===== src/rtl/mem_arbiter.sv =====
// Round-robin read-port arbiter between instruction fetch and load/store for the unified MEM block.
// Stores bypass arbitration. A store and an IF read to the same address in one cycle forward the store data.
`timescale 1ns/1ps
module mem_arbiter #(
    parameter int ADDR_W = 32,
    parameter int DATA_W = 32
) (
    input  logic              clk,
    input  logic              rst,
    input  logic              if_req,
    input  logic [ADDR_W-1:0] if_addr,
    output logic              if_gnt,
    input  logic              if_flush,
    output logic              if_rvalid,
    output logic [DATA_W-1:0] if_rdata,
    input  logic              ls_req,
    input  logic              ls_we,
    input  logic [ADDR_W-1:0] ls_addr,
    input  logic [DATA_W-1:0] ls_wdata,
    output logic              ls_gnt,
    output logic              ls_rvalid,
    output logic [DATA_W-1:0] ls_rdata,
    output logic [ADDR_W-1:0] mem_raddr,
    input  logic [DATA_W-1:0] mem_rdata,
    output logic [ADDR_W-1:0] mem_waddr,
    output logic [DATA_W-1:0] mem_wdata,
    output logic              mem_wen
);
    typedef enum logic {SRC_IF = 1'b0, SRC_LS = 1'b1} src_t;

    typedef struct packed {
        logic              valid;
        src_t              id;
        logic              fwd;
        logic [DATA_W-1:0] fwd_data;
    } pend_t;

    src_t              prio;
    pend_t             pend;
    logic              ls_load;
    logic              ls_store;
    logic              gnt_if_rd;
    logic              gnt_ls_rd;
    logic              rd_gnt;
    logic [ADDR_W-1:0] rd_addr;
    logic [ADDR_W-1:0] raddr_q;
    logic [DATA_W-1:0] resp_data;
    logic [DATA_W-1:0] if_rdata_q;
    logic [DATA_W-1:0] ls_rdata_q;

    assign ls_load  = ls_req & ~ls_we;
    assign ls_store = ls_req & ls_we & ~rst;

    // prio only matters when both sides want the read port
    always_comb begin
        gnt_if_rd = 1'b0;
        gnt_ls_rd = 1'b0;
        if (!rst) begin
            if (if_req && ls_load) begin
                gnt_if_rd = (prio == SRC_IF);
                gnt_ls_rd = (prio == SRC_LS);
            end else begin
                gnt_if_rd = if_req;
                gnt_ls_rd = ls_load;
            end
        end
    end

    assign rd_gnt    = gnt_if_rd | gnt_ls_rd;
    assign rd_addr   = gnt_ls_rd ? ls_addr : if_addr;
    assign if_gnt    = gnt_if_rd;
    assign ls_gnt    = gnt_ls_rd | ls_store;
    assign mem_wen   = ls_store;
    assign mem_waddr = ls_addr;
    assign mem_wdata = ls_wdata;
    assign mem_raddr = rd_gnt ? rd_addr : raddr_q;

    always_ff @(posedge clk or posedge rst) begin
        if (rst) begin
            prio       <= SRC_IF;
            pend       <= '0;
            raddr_q    <= '0;
            if_rdata_q <= '0;
            ls_rdata_q <= '0;
        end else begin
            if (gnt_if_rd) begin
                prio <= SRC_LS;
            end else if (gnt_ls_rd) begin
                prio <= SRC_IF;
            end
            raddr_q       <= mem_raddr;
            pend.valid    <= rd_gnt;
            pend.id       <= gnt_ls_rd ? SRC_LS : SRC_IF;
            // MEM returns the pre-store value on a same-edge collision, so remember the store data
            pend.fwd      <= rd_gnt & ls_store & (ls_addr == rd_addr);
            pend.fwd_data <= ls_wdata;
            if_rdata_q    <= if_rdata;
            ls_rdata_q    <= ls_rdata;
        end
    end

    assign resp_data = pend.fwd ? pend.fwd_data : mem_rdata;
    assign if_rvalid = pend.valid & (pend.id == SRC_IF) & ~if_flush;
    assign ls_rvalid = pend.valid & (pend.id == SRC_LS);
    assign if_rdata  = if_rvalid ? resp_data : if_rdata_q;
    assign ls_rdata  = ls_rvalid ? resp_data : ls_rdata_q;
endmodule


===== config.mk =====
export PLATFORM = sky130hd
export DESIGN_NAME = mem_arbiter
export DESIGN_NICKNAME = d
export VERILOG_FILES = /design/src/rtl/mem_arbiter.sv
export SDC_FILE = /design/constraint.sdc
export NUM_CORES = 1
export LEC_CHECK = 0
export ABC_AREA = 1
export CORE_MARGIN = 8
export CORE_UTILIZATION = 35
export CTS_CLUSTER_DIAMETER = 200
export DETAILED_ROUTE_END_ITERATION = 10
export DONT_BUFFER_PORTS = 1
export GPL_TIMING_DRIVEN = 0
export PLACE_DENSITY_LB_ADDON = 0.1
export SYNTH_ARGS = -nofsm -noshare
export SYNTH_HDL_FRONTEND = slang
export SYNTH_SLANG_ARGS = --single-unit

===== constraint.sdc =====
create_clock -name clk -period 10.4 [get_ports clk]
set_clock_uncertainty 0.2 [all_clocks]
set_input_delay 3.12 -clock clk [delete_from_list [all_inputs] [get_ports clk]]
set_output_delay 3.12 -clock clk [all_outputs]
set_load 0.01 [all_outputs]

# Yosys cells after proc, flatten, opt, wreduce, memory -nomap -nowiden
# Index checks and enable logic that the tools add are counted.
# W data, S select, Z words.
[op_classes]
eq_ne = 1
n_mux = 12
bitwise = 15
n_reduce_logical = 2
[ops]
columns = ["cell", "count"]
rows = [
  ["$mux W32", 5],
  ["$eq A32 B32 Y1", 1],
  ["$and A1 B1 Y1", 8],
  ["$mux W1", 7],
  ["$not A1 Y1", 5],
  ["$or A1 B1 Y1", 2],
  ["$reduce_bool A2 Y1", 1],
  ["$logic_and A1 B1 Y1", 1],
]
[word_totals]
reg_bits = 132
in_bits = 134
output_inout_bits = 165
elab_cells = 38

# Longest topological paths before layout
# Gate-level depths: netlist (run 1).
[depth]
depth_word = 8
ltp_mapped = 12
depth_no_buf = 11

# Worst setup path after synthesis (run 1)
# Ideal clock, no wire load.
[synth_path]
kind = "input-to-output"
from = "input port rst"
to = "output port mem_raddr[10]"
t_arrival_ns = 7.016
required_time_ns = 7.080
slack_ns = 0.064
cell_stages = 7
path_buffers = 2
cell_sequence = "inv_1 > nand3_4 > buf_6 > clkinv_1 > buf_2 > nand2_1 > a31oi_1"
[synth_via]
elab_chain_cells = 3
word_cells_on_any_way = 5
classes_between = "4 x mux; 1 x bitwise"
[synth_lines]
columns = ["item", "line_no", "source"]
rows = [
  ["from (decl)", "9", "input logic rst,"],
  ["$mux W1", "58", "if (!rst) begin"],
  ["$mux W32 / $or A1 B1 Y1 (equally long branches)", "70, 69", ""],
  ["$mux W32 (*)", "76", "assign mem_raddr = rd_gnt ? rd_addr : raddr_q;"],
  ["to (decl)", "23", "output logic [ADDR_W-1:0] mem_raddr,"],
]
# Mark *: on every way between the ends. The rest lies on a longest branch, timed or not.

# Worst setup path in the final report (run 1)
[layout_path]
from = "input port rst"
to = "output port mem_raddr[25]"
[layout_via]
elab_chain_cells = 3
word_cells_on_any_way = 5
classes_between = "4 x mux; 1 x bitwise"
[layout_lines]
columns = ["item", "line_no", "source"]
rows = [
  ["$mux W1 (*)", "58", ""],
  ["net gnt_ls_rd", "43", "logic gnt_ls_rd;"],
  ["$mux W32 / $or A1 B1 Y1 (equally long branches)", "70, 69", ""],
  ["$mux W32 (*)", "76", ""],
]
# Mark *: on every way through the listed nets, which the timed path passes. The rest lies on a longest branch.

==> results.cfg, run 1 <==
[run_status]
status = finished, final reports clean

[drt]
vias = 4669
postRouteWirelength_mm = 20.87
avgRoutedWirePerCell_um = 22.29
dr.pass1.iters = 6
viasPerCell = 4.988
drtIter0Drc = 189
postRouteAntennaNets = 0
post-route-drc-count = 0

[sta]
rsz0062_at_grt = no
slew_headroom = 0.5983
min_period_over_period = 0.7818
fin_ws_ps = 2269
period_needed_ps = 8131
drv_slew = 0
max_freq_mhz = 123.0
worst_slew_pin_slew_ps = 602.6
setup_viol = 0
hold_viol = 0

[clock_tree]
cts.clk_slew.worst_paths_ps = 60
cts_tree = done
cts_buffer_depth = 2
postCtsSetupRepairBufs = 0
cts_made_buffers = 17
clock-sinks = 132
insertion_delay_ps = 410
clock-root-buffer = clkbuf_16
htree_levels = 4
ctsResizeCount = 0
ctsHoldBuffers = 0

[placement]
postPlaceCellArea_um2 = 6729
place_congestion = 0.8389
place_worst_setup_slack_ps = 2178
io_buffer_count = 0
dpl.hpwl_mm = 15.98

[critical_path]
crit_buf_inv = 4
startpoint = rst
cp_top_family = buffers and inverters
max_stage_delay_ps = 460
cp_max_fo = 54
rr_worst_depth = 8
reg2reg_to = raddr_q[29]
worst_ep_arrival_time_ps = 4810
r2r_slack_ps = 8270
worstSetupStartpointType = input port
path_class = input port to output pin
r2r-start = prio
cp_data_required_time_ps = 7080
critPathCapture = mem_raddr[25]
slowest_stage = a31oi_1
setup.worst_path.end_class = output pin
path_cells = inv_6 > nand3_4 > buf_6 > clkinv_1 > buf_2 > nand2_1 > a31oi_1
worstSetupPathDepth = 7

[logic_synthesis]
synth_top_area_frac = 0.5153
synth.most_common_cell = nand2_1
synth_ff_type = dfrtp_1
syn_inst = 675
yosys_warnings = 0
ys_seq_elements = 132
synth_common_cells = 199 x nand2_1, 132 x dfrtp_1, 64 x buf_4
yosysTopAreaCell = dfrtp_1
synthesis.nets = 809
ys_types = 23
synthArstFlopShare = 1.000
synth-edff-count = 0
ys_seq_area_frac = 0.5153
avgSynthCellArea_um2 = 9.496
syn_area_um2 = 6410
synthTopCellsByArea = dfrtp_1 52%, nand2_1 12%, mux2_2 10%, buf_4 7.5%, nand3b_1 4.8%

[job]
maxCapViolCount = 0

[floorplanning]
start_util = 0.3568
dieArea_um2 = 22900
fp.dieH_um = 151.3
io_pins = 299
die_w_um = 151.3
placementRows = 49
core-area_um2 = 17960

[global_routing]
grtUsageTotal = 0.1778
grt_pass1_wl_mm = 30.42
grt_overflow = 0
grt_max_degree = 82
antenna_found_initial = 0
grt_pass1_vias = 5041

[pwr]
peakVddDrop_v = 0.0001546
p_leak_nw = 3.460
cellPowerDensity_nw_per_um2 = 212.3

[finish]
drive_gt1_frac = 0.2603
final_area_um2 = 7331
final_util = 0.4081
fillers = 1849
nets = 829
multi_input_area_um2 = 2369
areaGrowthSynthToFinish_pct = 14.37
diodes = 0
seqCellArea_um2 = 3303

[hold_path]
hold_path.class = register to register
## power by group
group | switching (mW) | total, mW | internal (mW) | leakage (nW)
clock network | 0.232 | 0.612 | 0.380 | 0.286
logic | 0.208 | 0.306 | 0.0976 | 1.64
registers | 0.0249 | 0.638 | 0.613 | 1.53
total | 0.465 | 1.56 | 1.09 | 3.46
## layer usage
metal / vias to the layer above / GRT usage / wire, µm
met5: - / 0 / 0
met4: 0 / 0.04602 / 193
met3: 13 / 0.07649 / 2263
met2: 203 / 0.3073 / 10510
met1: 2267 / 0.1965 / 7902
li1: 2186 / - / -
## cells in the final DEF, fill, tap and decap left out
master	instances
nand2_1	199
dfrtp_1	132
buf_4	64
mux2_2	59
nor2_1	54
nand3b_1	41
a31oi_1	32
nand3_1	25
buf_2	23
inv_1	21
clkbuf_16	17
clkbuf_1	6
mux2_1	5
inv_6	4
clkbuf_8	4
buf_1	3
clkinvlp_4	3
buf_6	2
bufinv_16	2
nor3b_2	1
inv_2	1
nor2_4	1
o21ai_1	1
nand3_4	1
clkinv_1	1
o211ai_1	1
nand4_1	1
o21ai_0	1
clkinv_4	1
buf_16	1
## per-stage QoR
step | std cells | TNS [ps] | hold slack (ps) | power [mW]
2_1_floorplan | 675 | 0 | 305.8 | 0.8791
3_3_place_gp | 904 | -49030 | 332.1 | 0.9547
3_5_place_dp | 905 | 0 | 336.9 | 0.9610
4_1_cts | 936 | 0 | 351.8 | 1.584
5_1_grt | 936 | 0 | 359.1 | 1.635
6_report | 936 | 0 | 346.3 | 1.556
## worst min-delay path by stage
stage	start	to	depth (start not counted)
after global routing	if_rdata_q[26]	if_rdata_q[26]	1
after detailed placement	if_rdata_q[23]	if_rdata_q[23]	1
after global placement	if_rdata_q[23]	if_rdata_q[23]	1
after floorplan	ls_rdata_q[14]	ls_rdata_q[14]	2
after CTS	if_rdata_q[23]	if_rdata_q[23]	1
final	if_rdata_q[26]	if_rdata_q[26]	1
## sequential cells by signal (all words and copies together) (netlist names)
register	flops
prio	1
pend	35
if_rdata_q	32
ls_rdata_q	32
raddr_q	32
## final cells by class
cell class                 count  area share
clock inverter                 9     0.01604
timing repair buffer           1    0.003755
multi-input combinational    422      0.3231
tap                          229     0.03909
buffer                        97     0.08841
sequential                   132      0.4506
clock buffer                  22     0.06605
inverter                      24     0.01297
## cells by family (layout without fill, tap and decap cells)
family	after synthesis	in the layout	synth area share
AND/OR/NAND/NOR	323	323	0.2231
buffers and inverters	121	153	0.1152
multiplexers	64	64	0.1124
flip-flops	132	132	0.5153
AO/OA/AOI/OAI	35	35	0.03396
Note: power is estimated with default switching activity, not from simulation.
==> run 2, diff against run 1 <==
Clock period 10.4 ns to 7.6 ns, I/O delays scaled along.
==> run 2 against run 1 <==
Compared with the run above: critical path depth stayed put; via count up 0.92%; clock power up 31%; design area rose by 7.2%.
==> results.cfg, run 2 (synthesis results as in run 1) <==
[placement]
dpl.hpwl_mm = 16.25
place_congestion = 0.8574
io_buffer_count = 0

[clock_tree]
cts_made_buffers = 17
clock-root-buffer = clkbuf_16
ctsResizeCount = 0
cts_buffer_depth = 2
ctsHoldBuffers = 0
htree_levels = 4
cts_tree = done
postCtsSetupRepairBufs = 0
insertion_delay_ps = 410
clock-sinks = 132
cts.clk_slew.worst_paths_ps = 60

[critical_path]
cp_max_fo = 34
path_class = input port to output pin
cp_data_required_time_ps = 5120
rr_worst_depth = 4
setup.worst_path.end_class = output pin
worstSetupStartpointType = input port
worst_ep_arrival_time_ps = 4190

[finish]
final_common_cell = nand2_1
top_register = pend
largest_register_ffs = 35
drive_gt1_frac = 0.3140
areaGrowthSynthToFinish_pct = 22.64
diodes = 0
mostFrequentLayoutCells = 199 x nand2_1, 132 x dfrtp_1, 67 x buf_4
final_util = 0.4376
nets = 831

[drt]
viasPerCell = 5.034
postRouteWirelength_mm = 21.05
vias = 4712
avgRoutedWirePerCell_um = 22.49
drtIter0Drc = 197
post-route-drc-count = 0
postRouteAntennaNets = 0
dr.pass1.iters = 5

[sta]
fin_hold_ws_ps = 341.5
min_period_over_period = 0.8777
slew_headroom = 0.4087
rsz0062_at_grt = no
drv_slew = 0
setup_viol = 0
tns_ps = 0
period_needed_ps = 6670
max_freq_mhz = 149.9
hold_viol = 0
worst_slew_pin_slew_ps = 885.0

[floorplanning]
start_util = 0.3568
io_pins = 299
placementRows = 49
fp.dieH_um = 151.3
core-area_um2 = 17960
dieArea_um2 = 22900
die_w_um = 151.3

[pwr]
peakVddDrop_v = 0.0002720
total_power_mw = 2.162
cellPowerDensity_nw_per_um2 = 275.1
p_leak_nw = 3.528

[run_status]
status = finished, final reports clean

[job]
maxCapViolCount = 0

[hold_path]
hold_path.class = register to register
whs_path_depth = 1

[global_routing]
grt_max_degree = 43
antenna_found_initial = 0
grt_pass1_vias = 5113
grt_overflow = 0
grtUsageTotal = 0.1795
grt_pass1_wl_mm = 30.98
[run 2: worst paths after layout]
kind                           startpoint             end  slack [ps]
max                                   rst   mem_raddr[13]         930
min                        if_rdata_q[29]  if_rdata_q[29]         340
max reg2reg                      pend[32]   if_rdata_q[1]        5630
min reg2reg                if_rdata_q[29]  if_rdata_q[29]         340
max in group asynchronous             rst  ls_rdata_q[12]        4570
min in group asynchronous             rst            prio        1710
[run 2: report_power, final]
group | switching [mW] | internal (mW) | leakage, nW
clock network | 0.307 | 0.495 | 0.267
registers | 0.0355 | 0.839 | 1.53
logic | 0.317 | 0.169 | 1.73
[run 2: layout make-up]
cell class / count / area [µm²]
fill: 1754 / 10100
sequential: 132 / 3303
multi-input combinational: 422 / 2864
buffer: 97 / 686.9
clock buffer: 21 / 460.4
tap: 229 / 286.5
clock inverter: 8 / 105.1
inverter: 24 / 95.09
timing repair buffer: 3 / 60.06
[run 2: critical path: stages]
cell and delay [ps]:
clkinvlp_4 660, nand3_4 350, buf_6 200, buf_6 170, buf_6 170, nand2_1 100
a31oi_4 250
[run 2: layer usage]
layer	share of wire	GRT usage	wire length, µm
met1	0.37	0.2017	7824
met2	0.50	0.3016	10460
met3	0.12	0.08306	2492
met4	0.013	0.04701	271
met5	0	0	0
[run 2: metrics by stage]
stage,area [µm²],worst slack (ps),instances
6_report,7861,929.5,936
5_1_grt,7861,669.4,936
4_1_cts,7861,809.0,936
3_5_place_dp,7296,801.7,907
3_3_place_gp,7236,-1249,904
2_1_floorplan,6949,-60.02,675
